**src/rtl/mem_rr_arbiter_pkg.sv**
```systemverilog
// Shared types and helpers for the round-robin memory arbiter family.
package mem_arb_pkg;

  typedef enum logic {ARB, LOCKED} arb_state_t;

  localparam int MAX_BUS_W   = 2048;
  localparam int MAX_FIELD_W = 256;

  function automatic int idx_width(input int n);
    return (n > 1) ? $clog2(n) : 1;
  endfunction

  // Caller widens the bus to MAX_BUS_W and truncates the result to its field width.
  function automatic logic [MAX_FIELD_W-1:0] slice_field(input logic [MAX_BUS_W-1:0] bus,
                                                          input int idx,
                                                          input int width);
    return MAX_FIELD_W'(bus >> (idx * width));
  endfunction

endpackage

```
**src/rtl/mem_rr_arbiter_if.sv**
```systemverilog
// Requester-side bus of the arbiter: packed per-requester request lanes plus shared response.
interface mem_rr_arbiter_if #(
  parameter int NUM_REQ    = 2,
  parameter int DATA_WIDTH = 32,
  parameter int ADDR_WIDTH = 4
);
  logic [NUM_REQ-1:0]            req_valid;
  logic [NUM_REQ-1:0]            req_ready;
  logic [NUM_REQ-1:0]            req_write;
  logic [NUM_REQ-1:0]            req_lock;
  logic [NUM_REQ*ADDR_WIDTH-1:0] req_addr;
  logic [NUM_REQ*DATA_WIDTH-1:0] req_wdata;
  logic [NUM_REQ-1:0]            resp_valid;
  logic [DATA_WIDTH-1:0]         resp_data;

  modport master (
    output req_valid, req_write, req_lock, req_addr, req_wdata,
    input  req_ready, resp_valid, resp_data
  );

  modport slave (
    input  req_valid, req_write, req_lock, req_addr, req_wdata,
    output req_ready, resp_valid, resp_data
  );
endinterface

```
**src/rtl/mem_rr_arbiter_rr_pick.sv**
```systemverilog
// Combinational round-robin picker: first valid requester at or after ptr, wrapping.
module rr_pick
  import mem_arb_pkg::*;
#(
  parameter int N  = 2,
  parameter int IW = idx_width(N)
) (
  input  logic [N-1:0]  valid,
  input  logic [IW-1:0] ptr,
  output logic [N-1:0]  grant,
  output logic [IW-1:0] idx,
  output logic          found
);

  logic [IW:0] cand;

  always_comb begin
    grant = '0;
    idx   = '0;
    found = 1'b0;
    cand  = '0;
    for (int k = 0; k < N; k++) begin
      cand = {1'b0, ptr} + (IW+1)'(k);
      if (cand >= (IW+1)'(N)) cand = cand - (IW+1)'(N);
      if (!found && valid[cand[IW-1:0]]) begin
        found                 = 1'b1;
        grant[cand[IW-1:0]]   = 1'b1;
        idx                   = cand[IW-1:0];
      end
    end
  end

endmodule

```
**src/rtl/mem_rr_arbiter.sv**
```systemverilog
// Round-robin arbiter sharing one single-port memory, with bounded locked bursts
// and a registered one-cycle-later response per accepted beat.
module mem_rr_arbiter
  import mem_arb_pkg::*;
#(
  parameter int NUM_REQ    = 2,
  parameter int DATA_WIDTH = 32,
  parameter int SIZE       = 16,
  parameter int ADDR_WIDTH = 4,
  parameter int MAX_LOCK   = 8
) (
  input  logic                  clk,
  input  logic                  reset,
  mem_rr_arbiter_if.slave       bus,
  output logic                  err_oob,
  output logic [ADDR_WIDTH-1:0] mem_addr0,
  output logic [DATA_WIDTH-1:0] mem_write_data,
  output logic                  mem_write_en,
  input  logic [DATA_WIDTH-1:0] mem_read_data
);

  localparam int IW = idx_width(NUM_REQ);
  localparam int CW = $clog2(MAX_LOCK + 1);

  arb_state_t            state, state_nxt;
  logic [IW-1:0]         ptr, ptr_nxt, owner, owner_nxt, gnt_idx;
  logic [CW-1:0]         lock_cnt, lock_cnt_nxt, lock_cnt_inc;
  logic [NUM_REQ-1:0]    pick_valid, pick_grant, resp_valid_q;
  logic                  pick_found, accept, gnt_write, gnt_lock, in_bounds;
  logic [ADDR_WIDTH-1:0] gnt_addr;
  logic [DATA_WIDTH-1:0] gnt_wdata, resp_data_q;

  // While locked, everyone but the owner is masked out, even when the owner is idle.
  assign pick_valid = (state == LOCKED) ? (bus.req_valid & (NUM_REQ'(1) << owner))
                                        : bus.req_valid;

  rr_pick #(.N(NUM_REQ), .IW(IW)) u_pick (
    .valid (pick_valid),
    .ptr   (ptr),
    .grant (pick_grant),
    .idx   (gnt_idx),
    .found (pick_found)
  );

  assign accept        = pick_found & reset;
  assign bus.req_ready = reset ? pick_grant : '0;
  assign gnt_addr      = ADDR_WIDTH'(slice_field(MAX_BUS_W'(bus.req_addr), int'(gnt_idx), ADDR_WIDTH));
  assign gnt_wdata     = DATA_WIDTH'(slice_field(MAX_BUS_W'(bus.req_wdata), int'(gnt_idx), DATA_WIDTH));
  assign gnt_write     = bus.req_write[gnt_idx];
  assign gnt_lock      = bus.req_lock[gnt_idx];
  assign in_bounds     = 32'(gnt_addr) < 32'(SIZE);
  assign lock_cnt_inc  = lock_cnt + CW'(1);

  assign mem_addr0      = accept ? gnt_addr : '0;
  assign mem_write_data = accept ? gnt_wdata : '0;
  assign mem_write_en   = accept & gnt_write & in_bounds;

  always_ff @(posedge clk or negedge reset) begin
    if (!reset) begin
      state    <= ARB;
      ptr      <= '0;
      owner    <= '0;
      lock_cnt <= '0;
    end else begin
      state    <= state_nxt;
      ptr      <= ptr_nxt;
      owner    <= owner_nxt;
      lock_cnt <= lock_cnt_nxt;
    end
  end

  // lock_cnt counts owner beats already taken, so the owner gets at most MAX_LOCK in a row.
  always_comb begin
    state_nxt    = state;
    ptr_nxt      = ptr;
    owner_nxt    = owner;
    lock_cnt_nxt = lock_cnt;
    if (accept) begin
      ptr_nxt = (gnt_idx == IW'(NUM_REQ - 1)) ? '0 : gnt_idx + IW'(1);
      case (state)
        ARB: begin
          if (gnt_lock && (MAX_LOCK > 1)) begin
            state_nxt    = LOCKED;
            owner_nxt    = gnt_idx;
            lock_cnt_nxt = CW'(1);
          end
        end
        LOCKED: begin
          if (!gnt_lock || (lock_cnt_inc == CW'(MAX_LOCK))) begin
            state_nxt    = ARB;
            lock_cnt_nxt = '0;
          end else begin
            lock_cnt_nxt = lock_cnt_inc;
          end
        end
        default: state_nxt = ARB;
      endcase
    end
  end

  always_ff @(posedge clk or negedge reset) begin
    if (!reset) begin
      resp_valid_q <= '0;
      resp_data_q  <= '0;
      err_oob      <= 1'b0;
    end else begin
      resp_valid_q <= accept ? pick_grant : '0;
      if (accept && !gnt_write) resp_data_q <= in_bounds ? mem_read_data : '0;
      if (accept && !in_bounds) err_oob <= 1'b1;
    end
  end

  assign bus.resp_valid = resp_valid_q;
  assign bus.resp_data  = resp_data_q;

endmodule

```
**src/flat_wrapper.sv**
```systemverilog
// flat-port wrapper written by rule: the top's interface ports become plain ports
module mem_rr_arbiter_flat import mem_arb_pkg::*;
#(
  parameter int NUM_REQ    = 2,
  parameter int DATA_WIDTH = 32,
  parameter int SIZE       = 16,
  parameter int ADDR_WIDTH = 4,
  parameter int MAX_LOCK   = 8
)
  (clk, reset, err_oob, mem_addr0, mem_write_data, mem_write_en, mem_read_data, bus_req_valid, bus_req_write, bus_req_lock, bus_req_addr, bus_req_wdata, bus_req_ready, bus_resp_valid, bus_resp_data);
  mem_rr_arbiter_if #(.NUM_REQ(NUM_REQ), .DATA_WIDTH(DATA_WIDTH), .ADDR_WIDTH(ADDR_WIDTH)) bus_i ();
  input  logic clk;
  input  logic reset;
  output logic err_oob;
  output logic [ADDR_WIDTH-1:0] mem_addr0;
  output logic [DATA_WIDTH-1:0] mem_write_data;
  output logic mem_write_en;
  input  logic [DATA_WIDTH-1:0] mem_read_data;
  input wire logic [$bits(bus_i.req_valid)-1:0] bus_req_valid;
  input wire logic [$bits(bus_i.req_write)-1:0] bus_req_write;
  input wire logic [$bits(bus_i.req_lock)-1:0] bus_req_lock;
  input wire logic [$bits(bus_i.req_addr)-1:0] bus_req_addr;
  input wire logic [$bits(bus_i.req_wdata)-1:0] bus_req_wdata;
  output wire logic [$bits(bus_i.req_ready)-1:0] bus_req_ready;
  output wire logic [$bits(bus_i.resp_valid)-1:0] bus_resp_valid;
  output wire logic [$bits(bus_i.resp_data)-1:0] bus_resp_data;
  assign bus_i.req_valid = bus_req_valid;
  assign bus_i.req_write = bus_req_write;
  assign bus_i.req_lock = bus_req_lock;
  assign bus_i.req_addr = bus_req_addr;
  assign bus_i.req_wdata = bus_req_wdata;
  assign bus_req_ready = bus_i.req_ready;
  assign bus_resp_valid = bus_i.resp_valid;
  assign bus_resp_data = bus_i.resp_data;
  mem_rr_arbiter #(.NUM_REQ(NUM_REQ), .DATA_WIDTH(DATA_WIDTH), .SIZE(SIZE), .ADDR_WIDTH(ADDR_WIDTH), .MAX_LOCK(MAX_LOCK)) u_core (.clk(clk), .reset(reset), .bus(bus_i), .err_oob(err_oob), .mem_addr0(mem_addr0), .mem_write_data(mem_write_data), .mem_write_en(mem_write_en), .mem_read_data(mem_read_data));
endmodule
```
**config.mk**
```make
export PLATFORM = sky130hd
export DESIGN_NAME = mem_rr_arbiter_flat
export DESIGN_NICKNAME = d
export VERILOG_FILES = /design/src/rtl/mem_rr_arbiter_pkg.sv /design/src/rtl/mem_rr_arbiter_if.sv /design/src/rtl/mem_rr_arbiter_rr_pick.sv /design/src/rtl/mem_rr_arbiter.sv /design/src/flat_wrapper.sv
export SDC_FILE = /design/constraint.sdc
export NUM_CORES = 1
export LEC_CHECK = 0
export ABC_CLOCK_PERIOD_IN_PS = 3370
export CAP_MARGIN = 20
export CORE_MARGIN = 5
export CORE_UTILIZATION = 34
export CTS_CLUSTER_DIAMETER = 120
export DETAILED_ROUTE_END_ITERATION = 6
export GPL_TIMING_DRIVEN = 0
export PLACE_DENSITY = 0.78
export SYNTH_ARGS = -nofsm -noshare
export SYNTH_HDL_FRONTEND = slang
export SYNTH_HIERARCHICAL = 1
export SYNTH_SLANG_ARGS = --single-unit
```
**constraint.sdc**
```tcl
create_clock -name clk -period 3.37 [get_ports clk]
set_clock_uncertainty 0.2 [all_clocks]
set_input_delay 0.8425 -clock clk [delete_from_list [all_inputs] [get_ports clk]]
set_output_delay 0.8425 -clock clk [all_outputs]
set_load 0.1 [all_outputs]
```
==> run_results.csv, run 1 <==
group,metric,value,unit
run_status,outcome,"completed",
timing,setup_viol,0,
clock_tree,cts.sinks,41,
global_routing,grt_start_max_net_pins,37,
clock_tree,cts_buffers,5,
floorplanning,ioPinCount,186,
detailed_routing,wire_per_inst,18.5,um
timing,finalWorstSetupSlack,0.0580,ns
setup_path,cp.required,2.33,ns
pwr,p_per_area,1040,nW/um^2
clock_tree,clk_latency,0.30,ns
global_routing,grt_pass1_vias,2600,
timing,rsz0062_at_grt,"false",
final_layout,final_area,5440,sq um
placement,place_congestion,0.811,
final_layout,num-fill-cells,409,
setup_path,critical_path_class,"primary input to output pin",
floorplanning,core-area,6870,sq um
timing,fin_crit,3.31,ns
setup_path,worstSetupStartpointType,"primary input",
timing,maxSlewViolCount,0,
floorplanning,rows,30,
logic_synthesis,syn_nets,326,
final_layout,post-route-util,79.2,%
clock_tree,clk_path_buf_depth,2,
placement,dp_cells,493,
setup_path,crit_fanout,7,
timing,timing.final.crit_share,98.3,%
detailed_routing,drt_wl_total,9.38,mm
floorplanning,dieHeight,94.6,um
timing,hold_viol,0,
placement,postPlaceCellArea,4670,sq um
logic_synthesis,synth.avg_cell_area,11.5,sq um
detailed_routing,vias,2347,
global_routing,antenna_found_initial,1,
detailed_routing,drtPass1Iterations,4,
placement,post-dp-hpwl,6.98,mm
global_routing,use_met3,5.10,%
final_layout,drive_gt1_share,43.6,%
detailed_routing,ant_nets,0,
min_path,hp-class,"primary input to asynchronous set/reset pin",
logic_synthesis,ys_seq_area_share,42.2,%
clock_tree,htreeDepth,2,
logic_synthesis,ys_seq_elements,41,
global_routing,grtUsageMet1,21.8,%
final_layout,nNetsFinal,524,
global_routing,grt_pass1_wl,14.2,mm
clock_tree,path_clk_slew,0.08,ns
clock_tree,cts_tree,"built",
global_routing,use_met2,40.8,%
timing,slew_headroom,32.6,%
floorplanning,start_util,35.4,%
global_routing,overflow,0,
logic_synthesis,synthCells,212,
setup_path,worstPathArrival,2.27,ns
global_routing,track_usage,20.9,%
final_layout,area_growth_syn_to_layout,124,%
pwr,ir_drop,0.000550,V
logic_synthesis,yosysWarnings,6,
clock_tree,clockRootBuffer,"clkbuf_8",
timing,fmax,302,MHz
timing,worst_pin_slew,1.01,ns
floorplanning,die-area,8950,sq um
final_layout,layout_commonest_cell,"clkdlybuf4s50_1",
global_routing,busiest_layer,"met2",
placement,port-buffer-count,184,
pwr,p_leak,2.20,nW
detailed_routing,vias_per_cell,4.62,
setup_path,crit_path_end_kind,"output pin",
final_layout,mostFrequentLayoutCells,"clkdlybuf4s50_1, dfrtp_1, buf_6",
detailed_routing,drtIter0Drc,61,
logic_synthesis,syn_area,2430,sq um
logic_synthesis,yosysUniqueCellTypes,29,
flow_run,max_cap_viol_count,0,
detailed_routing,drc,0,
final_layout,final_cells,508,
placement,place_ws,-1.45,ns
floorplanning,die_x,94.6,um
==> worst paths after layout <==
check	from	end	slack (ns)	cells after the start
hold reg to reg	u_core/bus.resp_data[2]$_DFFE_PN0P_	u_core/bus.resp_data[2]$_DFFE_PN0P_	0.31	1
max in group asynchronous	reset	u_core/bus.resp_data[31]$_DFFE_PN0P_	2.30	2
setup / recovery	bus_req_valid[0]	mem_write_data[17]	0.06	9
setup reg to reg	u_core/state$_DFFE_PN0P_	u_core/bus.resp_data[1]$_DFFE_PN0P_	0.83	9
min in group clk	u_core/bus.resp_data[2]$_DFFE_PN0P_	u_core/bus.resp_data[2]$_DFFE_PN0P_	0.31	1
hold / removal	reset	u_core/bus.resp_data[15]$_DFFE_PN0P_	0.21	1
==> kinds of logic (layout without fill, tap and decap cells) <==
kind of cell | count (synthesis) | after routing | synth area share (%)
XOR/XNOR | 1 | 1 | 0.360
adder cells (fa/ha/maj) | 2 | 2 | 1.03
AND/OR/NAND/NOR | 60 | 60 | 10.5
AO/OA/AOI/OAI | 17 | 17 | 4.37
buffers and inverters | 17 | 216 | 4.52
multiplexers | 73 | 73 | 36.9
other | 1 | 2 | 0.154
flip-flops | 41 | 41 | 42.2
==> metrics by stage <==
step / hold WS (ns) / TNS, ns / total power, mW
2_1_floorplan: 0.272 / -1.18 / 3.88
5_1_grt: 0.211 / 0 / 5.87
6_report: 0.214 / 0 / 5.68
4_1_cts: 0.211 / 0 / 5.61
3_5_place_dp: 0.291 / -52.25 / 4.76
3_3_place_gp: 0.287 / -133.48 / 4.72
==> cells in the mapped netlist (all sizes together) <==
master | n | share of area (%)
xor2 | 1 | 0.36
nand2 | 11 | 2.0
nand4 | 1 | 0.26
o21ai | 7 | 1.4
a31oi | 2 | 0.51
mux2i | 39 | 17
a21oi | 1 | 0.21
nand3 | 2 | 0.41
mux2 | 34 | 20
or2 | 1 | 0.26
nor2 | 38 | 5.9
nor3 | 2 | 0.41
o31ai | 1 | 0.31
and3 | 2 | 0.51
ha | 2 | 1.0
o32ai | 1 | 0.36
dfrtp | 41 | 42
a21boi | 5 | 1.5
and2 | 3 | 0.77
clkbuf | 5 | 0.77
buf | 9 | 3.3
inv | 3 | 0.46
conb | 1 | 0.15
==> where the power goes <==
part,total [mW],switching [mW],internal [mW]
Clock,0.418,0.177,0.241
Sequential,0.903,0.173,0.729
Combinational,4.36,2.90,1.46
Total,5.68,3.25,2.43
==> sequential cells by signal, summed over array words and instances, names as in the netlist <==
register,cells
u_core/owner,1
u_core/bus.resp_valid,2
u_core/state,1
u_core/bus.resp_data,32
u_core/ptr,1
u_core/lock_cnt,4
==> cell type report <==
class / count / area (sq um) / share of cell area [%]
Clock inverter: 2 / 37.5 / 0.690
Multi-Input combinational cell: 154 / 1890 / 34.7
Inverter: 3 / 11.3 / 0.207
Sequential cell: 41 / 1030 / 18.9
Buffer: 13 / 186 / 3.43
Clock buffer: 6 / 82.6 / 1.52
Timing Repair Buffer: 192 / 2080 / 38.3
Antenna cell: 1 / 2.50 / 0.0460
Tap cell: 96 / 120 / 2.21
==> routing by layer <==
| layer | wire length, um | vias to the layer above |
|---|---|---|
| li1 | - | 1131 |
| met1 | 3220 | 1129 |
| met2 | 5450 | 71 |
| met3 | 450 | 16 |
| met4 | 251 | 0 |
| met5 | 0 | - |
==> repair_timing <==
item	CTS	global route
pin swaps	2	3
setup buffers	4	1
endpoints found under the setup margin	39	37
gates cloned	2	0
resized for setup	355	17
hold buffers	0	0
==> critical path: stages <==
cell and delay, ns:
clkdlybuf4s15_1 0.16, a21boi_4 0.22, a21boi_4 0.08, buf_6 0.13
buf_12 0.15, buf_16 0.15, mux2i_4 0.19, nor2_4 0.15
buf_12 0.19
Note: power is estimated with default switching activity, not from simulation.
==> run 2, diff against run 1 <==
Settings changed: SLEW_MARGIN from default to 40.
==> run_results.csv, run 2 (synthesis gave the netlist of run 1 again) <==
group,metric,value,unit
setup_path,cp.required,2.33,ns
final_layout,multi_input_area,1870,sq um
global_routing,use_met2,40.6,%
detailed_routing,vias,2388,
pwr,ir_drop,0.000498,V
global_routing,antenna_found_initial,0,
pwr,p_per_area,1050,nW/um^2
clock_tree,htreeDepth,2,
detailed_routing,drc,0,
detailed_routing,ant_nets,0,
floorplanning,dieHeight,94.6,um
detailed_routing,wire_per_inst,19.1,um
placement,post-dp-hpwl,6.78,mm
final_layout,mostFrequentLayoutCells,"clkdlybuf4s50_1, dfrtp_1, buf_6, buf_2",
final_layout,largest_register_ffs,32,
min_path,hp-class,"primary input to asynchronous set/reset pin",
final_layout,diodes,0,
placement,dp_cells,492,
setup_path,max_stage_delay,0.26,ns
final_layout,nNetsFinal,522,
run_status,outcome,"completed",
timing,timing.final.crit_share,99.5,%
floorplanning,die_x,94.6,um
final_layout,layout_commonest_cell,"clkdlybuf4s50_1",
timing,slew_headroom,55.5,%
global_routing,busiest_layer,"met2",
clock_tree,path_clk_slew,0.08,ns
clock_tree,cts_buffers,5,
floorplanning,core-area,6870,sq um
final_layout,post-route-util,75.9,%
clock_tree,clk_path_buf_depth,2,
final_layout,area_growth_syn_to_layout,114,%
global_routing,grt_pass1_wl,14.1,mm
setup_path,crit_fanout,10,
global_routing,track_usage,20.6,%
global_routing,use_met3,5.18,%
detailed_routing,vias_per_cell,4.73,
setup_path,cp_cell_sequence,"clkdlybuf4s15_1 -> a21boi_4 -> or2_1 -> nand2_2 -> clkbuf_16 -> nor2_4 -> buf_6",
timing,fin_crit,3.35,ns
clock_tree,clk_latency,0.29,ns
setup_path,critPathSlowestCell,"clkbuf_16",
timing,maxSlewViolCount,0,
detailed_routing,drt_wl_total,9.67,mm
global_routing,grt_start_max_net_pins,48,
setup_path,crit_path_end_kind,"output pin",
detailed_routing,drtPass1Iterations,4,
clock_tree,cts_tree,"built",
setup_path,worstSetupStartpointType,"primary input",
floorplanning,die-area,8950,sq um
global_routing,overflow,0,
setup_path,critical_path_class,"primary input to output pin",
floorplanning,start_util,35.4,%
global_routing,grtUsageMet1,21.6,%
final_layout,num-fill-cells,442,
timing,worst_pin_slew,0.665,ns
final_layout,register_area,1030,sq um
pwr,p_total,5.45,mW
pwr,p_leak,2.20,nW
clock_tree,cts.sinks,41,
placement,place_congestion,0.811,
flow_run,max_cap_viol_count,0,
timing,setup_viol,0,
floorplanning,rows,30,
timing,hold_viol,0,
detailed_routing,drtIter0Drc,49,
setup_path,worstPathArrival,2.31,ns
final_layout,final_cells,505,
placement,port-buffer-count,184,
floorplanning,ioPinCount,186,
final_layout,drive_gt1_share,50.9,%
setup_path,rrSetupSlack,0.98,ns
clock_tree,clockRootBuffer,"clkbuf_8",
timing,fmax,298,MHz
global_routing,grt_pass1_vias,2586,
run 2: cell count changes in the layout (fill, tap and decap cells not counted), moves of 2 or more:
cell,before,now
buf_2,1,36
clkdlybuf4s50_1,142,108
buf_6,31,36
buf_8,6,3
clkbuf_8,10,7
clkbuf_16,0,2
clkdlybuf4s15_2,2,0
mux2i_1,6,8
run 2: per-stage QoR:
step	instance area [sq um]	worst slack [ns]	hold slack (ns)	setup TNS [ns]
2_1_floorplan	2690	-0.169	0.272	-1.18
3_3_place_gp	4660	-2.82	0.287	-133.48
3_5_place_dp	4290	-0.699	0.289	-24.05
4_1_cts	5150	0.00994	0.311	0
5_1_grt	5220	-0.0377	0.287	-0.112
6_report	5220	0.0156	0.270	0
run 2: path summary, 6_finish.rpt:
path,startpoint,end,cells past startpoint
max reg2reg,u_core/state$_DFFE_PN0P_,u_core/bus.resp_data[20]$_DFFE_PN0P_,8
max,bus_req_valid[0],mem_write_data[20],7
min reg2reg,u_core/bus.resp_data[4]$_DFFE_PN0P_,u_core/bus.resp_data[4]$_DFFE_PN0P_,1
min in group clk,u_core/bus.resp_data[4]$_DFFE_PN0P_,u_core/bus.resp_data[4]$_DFFE_PN0P_,1
max in group asynchronous,reset,u_core/lock_cnt[0]$_DFFE_PN0P_,1
min,reset,u_core/bus.resp_data[2]$_DFFE_PN0P_,1
run 2: area by class of cell:
cell class,instances,share of cell area (%)
Multi-Input combinational cell,154,35.8
Timing Repair Buffer,190,35.8
Sequential cell,41,19.7
Buffer,13,4.03
Tap cell,96,2.30
Clock buffer,7,1.66
Clock inverter,1,0.576
Inverter,3,0.216
run 2: timing repair:
| item | CTS | global route |
|---|---|---|
| endpoints found under the hold margin | 0 | 0 |
| pin swaps | 2 | 2 |
| resized for setup | 162 | 15 |
| hold buffers | 0 | 0 |
| endpoints found under the setup margin | 38 | 37 |
| setup buffers | 4 | 0 |
| gates cloned | 2 | 0 |
run 2: report_power, final:
group	switching, mW	internal (mW)
sequential	0.167	0.729
clock	0.167	0.242
combinational	2.89	1.25
run 2: per-layer routing:
layer | vias up | part of all wire [%]
met5 | - | 0
met4 | 0 | 2.5
met3 | 16 | 6.3
met2 | 80 | 58
met1 | 1160 | 33
li1 | 1132 | -
run 2: critical path: cells and delay by family:
kind / cells / cell delay, ns
buf+inv: 3 / 0.66
compound gates: 1 / 0.20
simple gates: 3 / 0.58
